### config.mk
export PLATFORM = sky130hd
export DESIGN_NAME = bcd_seg_scanner
export DESIGN_NICKNAME = d
export VERILOG_FILES = /design/src/rtl/bcd_seg_scanner.sv
export SDC_FILE = /design/constraint.sdc
export NUM_CORES = 1
export LEC_CHECK = 0
export ABC_AREA = 1
export BUFFER_PORTS_ARGS = -buffer_cell sky130_fd_sc_hd__buf_2
export CAP_MARGIN = 20
export CELL_PAD_IN_SITES_DETAIL_PLACEMENT = 1
export CELL_PAD_IN_SITES_GLOBAL_PLACEMENT = 2
export CORE_ASPECT_RATIO = 0.9
export CORE_MARGIN = 3
export CORE_UTILIZATION = 29
export CTS_BUF_LIST = sky130_fd_sc_hd__clkbuf_8
export CTS_CLUSTER_DIAMETER = 40
export DETAILED_ROUTE_END_ITERATION = 12
export MAX_ROUTING_LAYER = met4
export PLACE_DENSITY = 0.77
export SETUP_SLACK_MARGIN = 0.5
export SLEW_MARGIN = 15
export SYNTH_ARGS = -nofsm -noshare
export SYNTH_HDL_FRONTEND = slang
export SYNTH_SLANG_ARGS = --single-unit
### constraint.sdc
create_clock -name clk -period 2 [get_ports clk]
set_input_delay 0.3 -clock clk [delete_from_list [all_inputs] [get_ports clk]]
set_output_delay 0.3 -clock clk [all_outputs]
set_load 0.01 [all_outputs]
### src/rtl/bcd_seg_scanner.sv
`default_nettype none
// ============================================================================
//  Module   : bcd_seg_scanner
//  Brief    : Time-multiplexed 6-digit common-anode 7-segment scanner for a
//             24-bit packed BCD word. The word is snapshotted once per frame.
//             Each digit slot opens with an all-off guard gap to suppress
//             ghosting.
//  Options  : define LEADING_ZERO_BLANK_EN to darken leading zero digits 5..3.
//  Revision : 1.0 - initial release
// ============================================================================
module bcd_seg_scanner #(
    parameter int DIV        = 50000,  // clk cycles per digit slot, >= GUARD+2
    parameter int GUARD      = 500,    // all-off cycles at slot start, >= 1
    parameter int SEG_ACT_LO = 1,      // 1: seg/dp active-low
    parameter int AN_ACT_LO  = 1       // 1: an active-low
) (
    input  logic        clk,
    input  logic        reset,
    input  logic [23:0] data_in,
    input  logic [5:0]  dp_mask,
    input  logic        blank,
    output logic [6:0]  seg,
    output logic        dp,
    output logic [5:0]  an,
    output logic        frame_tick
);

    localparam int CW = (DIV > 2) ? $clog2(DIV) : 1;

    localparam logic [CW-1:0] C_CNT_MAX    = CW'(DIV - 1);
    localparam logic [CW-1:0] C_GUARD_LAST = CW'(GUARD - 1);
    localparam logic [2:0]    C_SLOT_MAX   = 3'd5;

    // XOR masks that double as the inactive level of each output
    localparam logic [6:0] C_SEG_OFF = (SEG_ACT_LO != 0) ? 7'h7F : 7'h00;
    localparam logic       C_DP_OFF  = (SEG_ACT_LO != 0) ? 1'b1  : 1'b0;
    localparam logic [5:0] C_AN_OFF  = (AN_ACT_LO  != 0) ? 6'h3F : 6'h00;

    typedef enum logic [0:0] {
        ST_GUARD = 1'b0,
        ST_DRIVE = 1'b1
    } state_t;

    state_t          state_q, state_d;
    logic [CW-1:0]   cnt_q, cnt_d;
    logic [2:0]      slot_q, slot_d;
    logic [23:0]     snap_q, snap_d;
    logic [5:0]      dpm_q, dpm_d;

    logic [6:0]      seg_q, seg_d;
    logic            dp_q, dp_d;
    logic [5:0]      an_q, an_d;
    logic            frame_tick_q, frame_tick_d;

    logic            w_cnt_wrap;
    logic            w_frame_start;
    logic [3:0]      w_digit;
    logic            w_dp_bit;
    logic            w_lz_hide;
    logic [5:0]      w_lz_mask;
    logic [5:0]      w_onehot;

    // Segment pattern in active-high form; non-BCD codes show a dash
    function automatic logic [6:0] f_decode(input logic [3:0] d);
        logic [6:0] r;
        case (d)
            4'd0:    r = 7'h3F;
            4'd1:    r = 7'h06;
            4'd2:    r = 7'h5B;
            4'd3:    r = 7'h4F;
            4'd4:    r = 7'h66;
            4'd5:    r = 7'h6D;
            4'd6:    r = 7'h7D;
            4'd7:    r = 7'h07;
            4'd8:    r = 7'h7F;
            4'd9:    r = 7'h6F;
            default: r = 7'h40;
        endcase
        return r;
    endfunction

    // Slot timing counters: cnt runs 0..DIV-1, slot advances on cnt wrap
    always_comb begin
        w_cnt_wrap    = (cnt_q == C_CNT_MAX);
        w_frame_start = (slot_q == 3'd0) && (cnt_q == '0);
        cnt_d         = w_cnt_wrap ? '0 : cnt_q + 1'b1;
        slot_d        = slot_q;
        if (w_cnt_wrap) begin
            slot_d = (slot_q == C_SLOT_MAX) ? 3'd0 : slot_q + 3'd1;
        end
    end

    // Digit and decimal-point select from the frame snapshot
    always_comb begin
        w_digit  = 4'h0;
        w_dp_bit = 1'b0;
        case (slot_q)
            3'd0: begin w_digit = snap_q[3:0];   w_dp_bit = dpm_q[0]; end
            3'd1: begin w_digit = snap_q[7:4];   w_dp_bit = dpm_q[1]; end
            3'd2: begin w_digit = snap_q[11:8];  w_dp_bit = dpm_q[2]; end
            3'd3: begin w_digit = snap_q[15:12]; w_dp_bit = dpm_q[3]; end
            3'd4: begin w_digit = snap_q[19:16]; w_dp_bit = dpm_q[4]; end
            3'd5: begin w_digit = snap_q[23:20]; w_dp_bit = dpm_q[5]; end
            default: begin w_digit = 4'h0; w_dp_bit = 1'b0; end
        endcase
        w_onehot = 6'b000001 << slot_q;
    end

    // Leading-zero suppression mask for the upper three digits
    always_comb begin
        w_lz_mask = 6'b000000;
`ifdef LEADING_ZERO_BLANK_EN
        w_lz_mask[5] = (snap_q[23:20] == 4'h0);
        w_lz_mask[4] = w_lz_mask[5] && (snap_q[19:16] == 4'h0);
        w_lz_mask[3] = w_lz_mask[4] && (snap_q[15:12] == 4'h0);
`endif
        w_lz_hide = |(w_lz_mask & w_onehot);
    end

    // Guard/drive phase register and counter state
    always_ff @(posedge clk or posedge reset) begin
        if (reset) begin
            state_q <= ST_GUARD;
            cnt_q   <= '0;
            slot_q  <= 3'd0;
            snap_q  <= 24'h000000;
            dpm_q   <= 6'b000000;
        end else begin
            state_q <= state_d;
            cnt_q   <= cnt_d;
            slot_q  <= slot_d;
            snap_q  <= snap_d;
            dpm_q   <= dpm_d;
        end
    end

    // Phase transitions, frame snapshot and next output values
    always_comb begin
        state_d      = state_q;
        snap_d       = snap_q;
        dpm_d        = dpm_q;
        frame_tick_d = w_frame_start;
        seg_d        = C_SEG_OFF;
        dp_d         = C_DP_OFF;
        an_d         = C_AN_OFF;

        if (w_frame_start) begin
            snap_d = data_in;
            dpm_d  = dp_mask;
        end

        case (state_q)
            ST_GUARD: begin
                if (cnt_q == C_GUARD_LAST) begin
                    state_d = ST_DRIVE;
                end
            end
            ST_DRIVE: begin
                if (!w_lz_hide) begin
                    seg_d = f_decode(w_digit) ^ C_SEG_OFF;
                    dp_d  = w_dp_bit ^ C_DP_OFF;
                    if (!blank) begin
                        an_d = w_onehot ^ C_AN_OFF;
                    end
                end
                if (cnt_q == C_CNT_MAX) begin
                    state_d = ST_GUARD;
                end
            end
            default: state_d = ST_GUARD;
        endcase
    end

    // Registered outputs, one clk behind the (slot,cnt) they describe
    always_ff @(posedge clk or posedge reset) begin
        if (reset) begin
            seg_q        <= C_SEG_OFF;
            dp_q         <= C_DP_OFF;
            an_q         <= C_AN_OFF;
            frame_tick_q <= 1'b0;
        end else begin
            seg_q        <= seg_d;
            dp_q         <= dp_d;
            an_q         <= an_d;
            frame_tick_q <= frame_tick_d;
        end
    end

    assign seg        = seg_q;
    assign dp         = dp_q;
    assign an         = an_q;
    assign frame_tick = frame_tick_q;

endmodule
`default_nettype wire
==> reports/qor.yml, run 1 <==
slowest_stage: "dfrtp_2"
fp.dieW_um: 120
cp-start-kind: "flip-flop"
grt_pass1_wl_um: 19100
vias_per_cell: 4.96
yosys.area.top_type: "dfrtp_1"
critical_path.endpoint_type: "flip-flop"
syn_to_final_growth_pct: 54.4
slew_viol_final: 0
relSlewSlack_pct: 61.7
slowest_delay_ps: 500
synth_area_leaders: "dfrtp_1 (38%), nand2_1 (14%), dfstp_2 (11%)"
antenna_left: 0
drive_above_1_share_pct: 50.4
num_vias: 3440
syn_nets: 456
grt_util_all_layers_pct: 19.5
avgRoutedWirePerCell_um: 18.0
htree_levels: 3
cts_tree: "done"
post-route-period-util_pct: 93.0
cp.required_ps: 2270
cts_buffers: 9
grt_pass1_vias: 3612
ys_seq_area_share_pct: 48.8
clock_path_buffers: 2
fill_cells: 1326
r2r_start: "slot_q[2]$_DFFE_PP0N_"
yosys_warnings: 0
met1_length_um: 5490
start_util_pct: 30.4
cp_top_family: "simple AND/OR/NAND/NOR gates"
drv_cap: 0
hold_path.class: "in -> async"
rsz0062_at_grt: "true"
synth_top_area_share_pct: 37.8
failed_checks: "hold timing"
clk_pin_slew_worst_paths_ps: 80
leakagePower_nw: 2.51
dp_hpwl_um: 7210
arrival_ps: 2130
finalWeightedCongestion: 0.880
syn-mean-instance-area_um2: 8.14
die_area_um2: 13000
wl_um: 12500
rr_endpoint: "seg[0]$_DFF_PP1_"
r2r_cells: 12
drtIter0Drc: 158
io_buffers: 47
outcome: "finished, violations left"
crit_top_cell: "nand2_1"
highest_layer: "met4"
ys_ff_latch: 65
ir_worst_vdd_mv: 0.428
cts_sinks: 65
wl_met3_um: 458
coreArea_um2: 11100
final_nets: 579
timing.hold.ws_ps: -7.24
clock_skew_ps: 14.5
synthCells: 414
dr.pass1.iters: 5
die_h_um: 108
critical_path.cell_chain: "buf_6 -> nor3_4 -> nand2_1 -> nand2_2 -> inv_2 -> nand2_4 -> inv_6 -> ha_1 -> inv_1 -> nand2_1 -> nand3_2 -> nand3_1"
antennaDiodeCount: 0
worstMarginPinSlew_ps: 573
grt-ovfl-total: 0
cellPowerDensity_nw_per_um2: 508
insertion_delay_ps: 360
finalSetupTns_ps: 0
worstPathMaxFanout: 7
hold_violations: 3
fmax_mhz: 537
cts.hold.buffers_added: 0
antenna_found_initial: 0
grt_start_max_net_pins: 32
power_mw: 2.65
synth.distinct_cells: 30
setup_viol: 0
io_pins: 48
cp_num_buf_inv: 4
drc: 0
synthesis.area_um2: 3370
fin_crit_ps: 1860
worstSetupPathType: "reg -> reg"
dr_wl_met2_um: 6400
cts.root.buffer_cell: "clkbuf_8"
r2r_slack_ps: 140
rows: 36
[registers in the layout (all words and copies together), names as in the netlist]
signal,count
cnt_q,16
slot_q,3
an,6
seg,7
dpm_q,6
frame_tick,1
state_q,1
snap_q,24
dp,1
[synthesized netlist by cell type, drive strengths merged]
| master | count |
|---|---|
| a21oi | 9 |
| o22ai | 1 |
| nand4 | 38 |
| ha | 9 |
| clkbuf | 4 |
| nor2b | 1 |
| xor2 | 3 |
| nand3b | 1 |
| nor3b | 1 |
| inv | 46 |
| o21ai | 10 |
| nand3 | 41 |
| o21bai | 1 |
| nor4 | 4 |
| dfstp | 14 |
| nor3 | 7 |
| buf | 12 |
| dfrtp | 51 |
| nand2 | 134 |
| nor2 | 27 |
[where the power goes]
| group | internal, mW | switching (mW) |
|---|---|---|
| Clock | 0.556 | 0.546 |
| Sequential | 1.35 | 0.0253 |
| Combinational | 0.0719 | 0.101 |
| Total | 1.97 | 0.672 |
[area by class of cell]
| cell class | count | area [µm²] | share of cell area (%) |
|---|---|---|---|
| timing repair buffer | 127 | 1060 | 20.3 |
| tap | 152 | 190 | 3.65 |
| inverter | 46 | 196 | 3.77 |
| multi-input combinational | 288 | 1920 | 37.0 |
| clock buffer | 9 | 124 | 2.38 |
| clock inverter | 7 | 56.3 | 1.08 |
| sequential | 65 | 1660 | 31.8 |
[cell usage in the layout (no fill, tap or decap), types with 12 or more instances in the layout]
cell,count
inv_2,14
buf_4,55
nand3_1,25
nor2_4,12
buf_6,14
nand4_1,38
buf_2,48
dfstp_2,14
nand2_1,101
nor2_1,12
nand2_2,26
dfrtp_1,42
inv_1,29
[how the worst max path moves through the flow]
stage	cells after the start	from	end	slack, ps
after floorplan	12	slot_q[0]$_DFFE_PP0N_	seg[3]$_DFF_PP1_	340
after global placement	11	slot_q[0]$_DFFE_PP0N_	seg[4]$_DFF_PP1_	140
after detailed placement	11	slot_q[0]$_DFFE_PP0N_	seg[3]$_DFF_PP1_	60
after CTS	11	slot_q[1]$_DFFE_PP0N_	seg[4]$_DFF_PP1_	240
after global routing	12	slot_q[2]$_DFFE_PP0N_	seg[0]$_DFF_PP1_	50
final	12	slot_q[2]$_DFFE_PP0N_	seg[0]$_DFF_PP1_	140
[kinds of logic (layout without fill, tap and decap cells)]
| logic type | count (synthesis) | in the layout | share of synthesized area (%) |
|---|---|---|---|
| AO/OA/AOI/OAI | 21 | 21 | 3.23 |
| XOR/XNOR | 3 | 3 | 0.779 |
| adder cells (fa/ha/maj) | 9 | 9 | 3.34 |
| buffers and inverters | 62 | 189 | 7.87 |
| flip-flops | 65 | 65 | 48.8 |
| AND/OR/NAND/NOR | 254 | 255 | 36.0 |
[per-stage QoR]
step / instances / area, µm² / util (%) / hold WS (ps) / setup slack [ps]
5_1_grt: 694 / 5200 / 47.0 / 26.3 / 52.9
6_report: 694 / 5200 / 47.0 / -7.24 / 139
4_1_cts: 668 / 4700 / 42.4 / 6.63 / 240
3_3_place_gp: 612 / 3860 / 34.9 / 396 / 144
3_5_place_dp: 612 / 3860 / 34.9 / 399 / 59.0
2_1_floorplan: 414 / 3410 / - / 432 / 338
[metal layers]
metal,GRT usage (%),up-vias
met3,4.76,16
met4,6.05,0
met1,23.1,1738
met2,33.1,79
li1,-,1607
met5,-,-
[what timing repair did]
item,4_1_cts,5_1_grt
gates cloned,6,2
pin swaps,22,31
endpoints found under the setup margin,54,56
buffers inserted,34,24
resized for setup,75,74
(Power assumes the default switching activity.)
==> run 2: changes to the inputs <==
- CELL_PAD_IN_SITES_DETAIL_PLACEMENT: 1 -> not set
- CELL_PAD_IN_SITES_GLOBAL_PLACEMENT: 2 -> not set
- PLACE_DENSITY: 0.77 -> 0.53
==> reports/qor.yml, run 2 (same netlist as run 1, synthesis figures left out) <==
finalWeightedCongestion: 0.877
antenna_left: 0
worstSetupPathType: "reg -> reg"
hold_path.class: "in -> reg"
final_common_cell: "nand2_1"
cp.required_ps: 2270
r2r_start: "slot_q[1]$_DFFE_PP0N_"
arrival_ps: 2100
largest_register_ffs: 24
coreArea_um2: 11100
fill_cells: 1127
dp.cells: 609
slew_viol_final: 0
dp_hpwl_um: 6420
io_pins: 48
final_nets: 551
worstMarginPinSlew_ps: 537
rsz0062_at_grt: "true"
vias_per_cell: 4.71
drtIter0Drc: 169
drive_above_1_share_pct: 45.3
rows: 36
dr.pass1.iters: 4
cts_sinks: 65
clk_pin_slew_worst_paths_ps: 70
final_cell_mix: "nand2_1 (105), buf_2 (47), dfrtp_1 (41), nand4_1 (38), buf_4 (34)"
post-route-period-util_pct: 91.0
setup_viol: 0
grt_pass1_wl_um: 14700
cts_buffers: 9
antenna_found_initial: 0
grt_start_max_net_pins: 30
drv_cap: 0
drc: 0
hold_start: "dp_mask[0]"
relSlewSlack_pct: 64.1
grt_pass1_vias: 2953
cts.root.buffer_cell: "clkbuf_8"
highest_layer: "met4"
die_area_um2: 13000
wl_um: 9320
cp-start-kind: "flip-flop"
worstSetupStartpoint: "slot_q[1]$_DFFE_PP0N_"
finalSetupTns_ps: 0
cts_tree: "done"
hold_violations: 0
fin_crit_ps: 1820
avgRoutedWirePerCell_um: 14.0
dr_wl_met2_um: 4630
wl_met3_um: 381
htree_levels: 3
leakagePower_nw: 2.29
ir_worst_vdd_mv: 0.256
outcome: "finished clean"
num_vias: 3135
syn_to_final_growth_pct: 42.6
clock_skew_ps: 14.8
power_mw: 2.62
grt-ovfl-total: 0
antennaDiodeCount: 0
worstPathMaxFanout: 6
fp.dieW_um: 120
multiInputGateArea_um2: 1840
fin_cells: 666
met1_length_um: 4190
die_h_um: 108
fmax_mhz: 549
top_register: "snap_q"
insertion_delay_ps: 350
critical_path.endpoint_type: "flip-flop"
cellPowerDensity_nw_per_um2: 545
regArea_um2: 1660
clock_path_buffers: 2
io_buffers: 47
start_util_pct: 30.4
grt_util_all_layers_pct: 14.7
[run 2: changes by cell type in the layout (fill, tap and decap cells not counted), sizes merged]
cell	previous run	this run
nand2	135	134
buf	125	99
dlygate4sd3	0	1
inv	48	47
bufbuf	1	0
[run 2: final timing paths]
check | to | slack (ps) | depth (start not counted)
setup / recovery | seg[4]$_DFF_PP1_ | 180 | 11
hold / removal | dpm_q[0]$_DFFE_PP0P_ | 200 | 3
setup reg to reg | seg[4]$_DFF_PP1_ | 180 | 11
hold reg to reg | snap_q[9]$_DFFE_PP0P_ | 480 | 2
max in group asynchronous | an[3]$_DFF_PP1_ | 830 | 4
min in group asynchronous | cnt_q[10]$_DFF_PP0_ | 540 | 3
[run 2: area by class of cell]
class,count,share of cell area (%)
multi-input cells,287,38.3
flip-flops and latches,65,34.5
repair buffers,100,15.4
inverters,46,3.98
well taps,152,3.96
clock buffers,10,2.86
clock inverters,6,1.07
[run 2: metrics by stage]
| step | hold slack [ps] | instance area (µm²) | worst slack [ps] | utilization (%) |
|---|---|---|---|---|
| finish | 202 | 4810 | 179 | 43.4 |
| global route | 207 | 4810 | 75.4 | 43.4 |
| CTS | 191 | 4180 | 236 | 37.7 |
| detailed placement | 374 | 3840 | 102 | 34.7 |
| global placement | 373 | 3840 | 165 | 34.7 |
| floorplan | 432 | 3410 | 338 | - |
[run 2: worst max-delay path, cell delays in order (launching register included)]
cell     delay [ps]
dfrtp_2         490
nand2_2         100
inv_2            40
ha_4            160
nand2_1          70
nand2_1          70
nor2_2          150
nor2b_4         240
ha_4            160
nand3_4          70
a21oi_2         130
nand2_1          70
[run 2: where the power goes]
part	internal, mW	switching, mW	leakage, nW	total [mW]
Clock	0.592	0.497	0.110	1.09
Combinational	0.0680	0.0934	1.42	0.161
Sequential	1.35	0.0248	0.762	1.37
Total	2.01	0.615	2.29	2.62
[run 2: layer usage]
metal	vias up	GRT usage, %
met5	-	-
met4	0	4.33
met3	15	3.50
met2	77	23.5
met1	1492	18.8
li1	1551	-
[run 2: repair_timing]
action | CTS | global route
resized for setup | 18 | 107
pin swaps | 4 | 32
gates cloned | 0 | 1
setup endpoints to repair | 50 | 54
hold buffers | 1 | 0
buffers inserted | 13 | 26
endpoints found under the hold margin | 7 | 0
==> run 3: changes to the inputs <==
- CAP_MARGIN: 20 -> not set
- CORE_ASPECT_RATIO: 0.9 -> 1.2
- PLACE_DENSITY: 0.53 -> 0.51
==> reports/qor.yml, run 3 (same netlist as run 1, synthesis figures left out) <==
cts.root.buffer_cell: "clkbuf_8"
die_h_um: 124
insertion_delay_ps: 350
antenna_found_initial: 1
arrival_ps: 2020
clock_skew_ps: 15.7
io_pins: 48
vias_per_cell: 4.65
dr.pass1.iters: 4
grt_pass1_wl_um: 14900
fmax_mhz: 573
outcome: "finished clean"
grt_util_all_layers_pct: 15.1
hold_violations: 0
post-route-period-util_pct: 87.2
wl_um: 9020
num_vias: 3057
cp.required_ps: 2280
start_util_pct: 30.1
final_nets: 539
coreArea_um2: 11200
syn_to_final_growth_pct: 36.2
io_buffers: 47
finalWeightedCongestion: 0.877
drc: 0
cts_buffers: 9
clk_pin_slew_worst_paths_ps: 70
clock_path_buffers: 2
worstPathMaxFanout: 8
crit_top_cell: "nand2_2"
hold_path.class: "in -> reg"
cp_top_family: "simple AND/OR/NAND/NOR gates"
drive_above_1_share_pct: 38.6
cts_tree: "done"
largest_register_ffs: 24
grt_pass1_vias: 3113
die_area_um2: 13000
finalSetupTns_ps: 0
antenna_left: 0
final_common_cell: "nand2_1"
drtIter0Drc: 132
worstMarginPinSlew_ps: 524
critical_path.endpoint_type: "flip-flop"
rows: 42
slowest_stage: "dfrtp_2"
post-place-ws_ps: 128
stdcell_area_um2: 4590
cp_num_buf_inv: 1
cellPowerDensity_nw_per_um2: 611
fin_ws_ps: 255
cts_sinks: 65
place_area_um2: 3830
grt_start_max_net_pins: 26
rsz0062_at_grt: "true"
relSlewSlack_pct: 65.0
cp-start-kind: "flip-flop"
ir_worst_vdd_mv: 0.265
dp_hpwl_um: 6370
drv_cap: 0
setup_viol: 0
critical_path.cell_chain: "nand2_2 -> inv_2 -> ha_4 -> nand2_2 -> nand2_2 -> nor2_4 -> nor2b_4 -> ha_4 -> nand3_2 -> a21oi_1 -> nand2_1"
slowest_delay_ps: 490
timing.hold.ws_ps: 205
post-route-util_pct: 41.0
fin_crit_ps: 1740
slew_viol_final: 0
final_cell_mix: "nand2_1 (124), buf_2 (47), dfrtp_1 (45), nand4_1 (38), buf_4 (31)"
leakagePower_nw: 2.24
grt-ovfl-total: 0
worstSetupPathType: "reg -> reg"
avgRoutedWirePerCell_um: 13.7
fp.dieW_um: 104
top_register: "snap_q"
htree_levels: 3
## run 3: cell count changes in the layout (fill, tap and decap cells not counted), sizes merged
cell,change
bufinv,+1
diode,+1
nand2,+1
buf,-14
clkbuf,+3
clkinv,-3
## run 3: final cells by class
cell class,instances,area [µm²]
well taps,154,193
clock inverters,4,67.6
repair buffers,87,598
diodes,1,2.50
fillers,1119,6600
flip-flops and latches,65,1650
inverters,46,189
clock buffers,12,165
multi-input cells,288,1730
## run 3: worst paths after layout
kind | from | endpoint | slack [ps] | cells past startpoint
max | slot_q[0]$_DFFE_PP0N_ | seg[4]$_DFF_PP1_ | 260 | 11
max in group asynchronous | reset | seg[1]$_DFF_PP1_ | 770 | 4
min in group asynchronous | reset | snap_q[7]$_DFFE_PP0P_ | 530 | 3
min reg2reg | snap_q[20]$_DFFE_PP0P_ | snap_q[20]$_DFFE_PP0P_ | 470 | 2
min | data_in[11] | snap_q[11]$_DFFE_PP0P_ | 210 | 3
max reg2reg | slot_q[0]$_DFFE_PP0N_ | seg[4]$_DFF_PP1_ | 260 | 11
## run 3: metal layers
metal,up-vias,part of all wire [%],track usage (%)
li1,1539,-,-
met1,1429,43,16.9
met2,69,50,25.7
met3,20,4.2,3.78
met4,0,2.3,6.73
met5,-,0,-
## run 3: worst min-delay path, stage by stage
cell	delay (ps)
buf_2	80
nand4_1	80
nand2_1	70
## run 3: stage by stage
stage | power, mW | instances
final | 2.81 | 657
after global routing | 2.93 | 657
after CTS | 2.83 | 649
after detailed placement | 1.53 | 610
after global placement | 1.53 | 610
after floorplan | 1.46 | 414
## run 3: power by group
group / internal (mW) / switching, mW / total [mW]
logic: 0.0655 / 0.0882 / 0.154
clock network: 0.796 / 0.489 / 1.28
registers: 1.35 / 0.0214 / 1.37
## run 3: what timing repair did
action / 4_1_cts / 5_1_grt
pin swaps: 12 / 13
resized for setup: 33 / 38
endpoints found under the hold margin: 12 / 0
cloned: 2 / 1
hold buffers: 1 / 0
setup endpoints to repair: 49 / 51
buffers inserted: 20 / 6
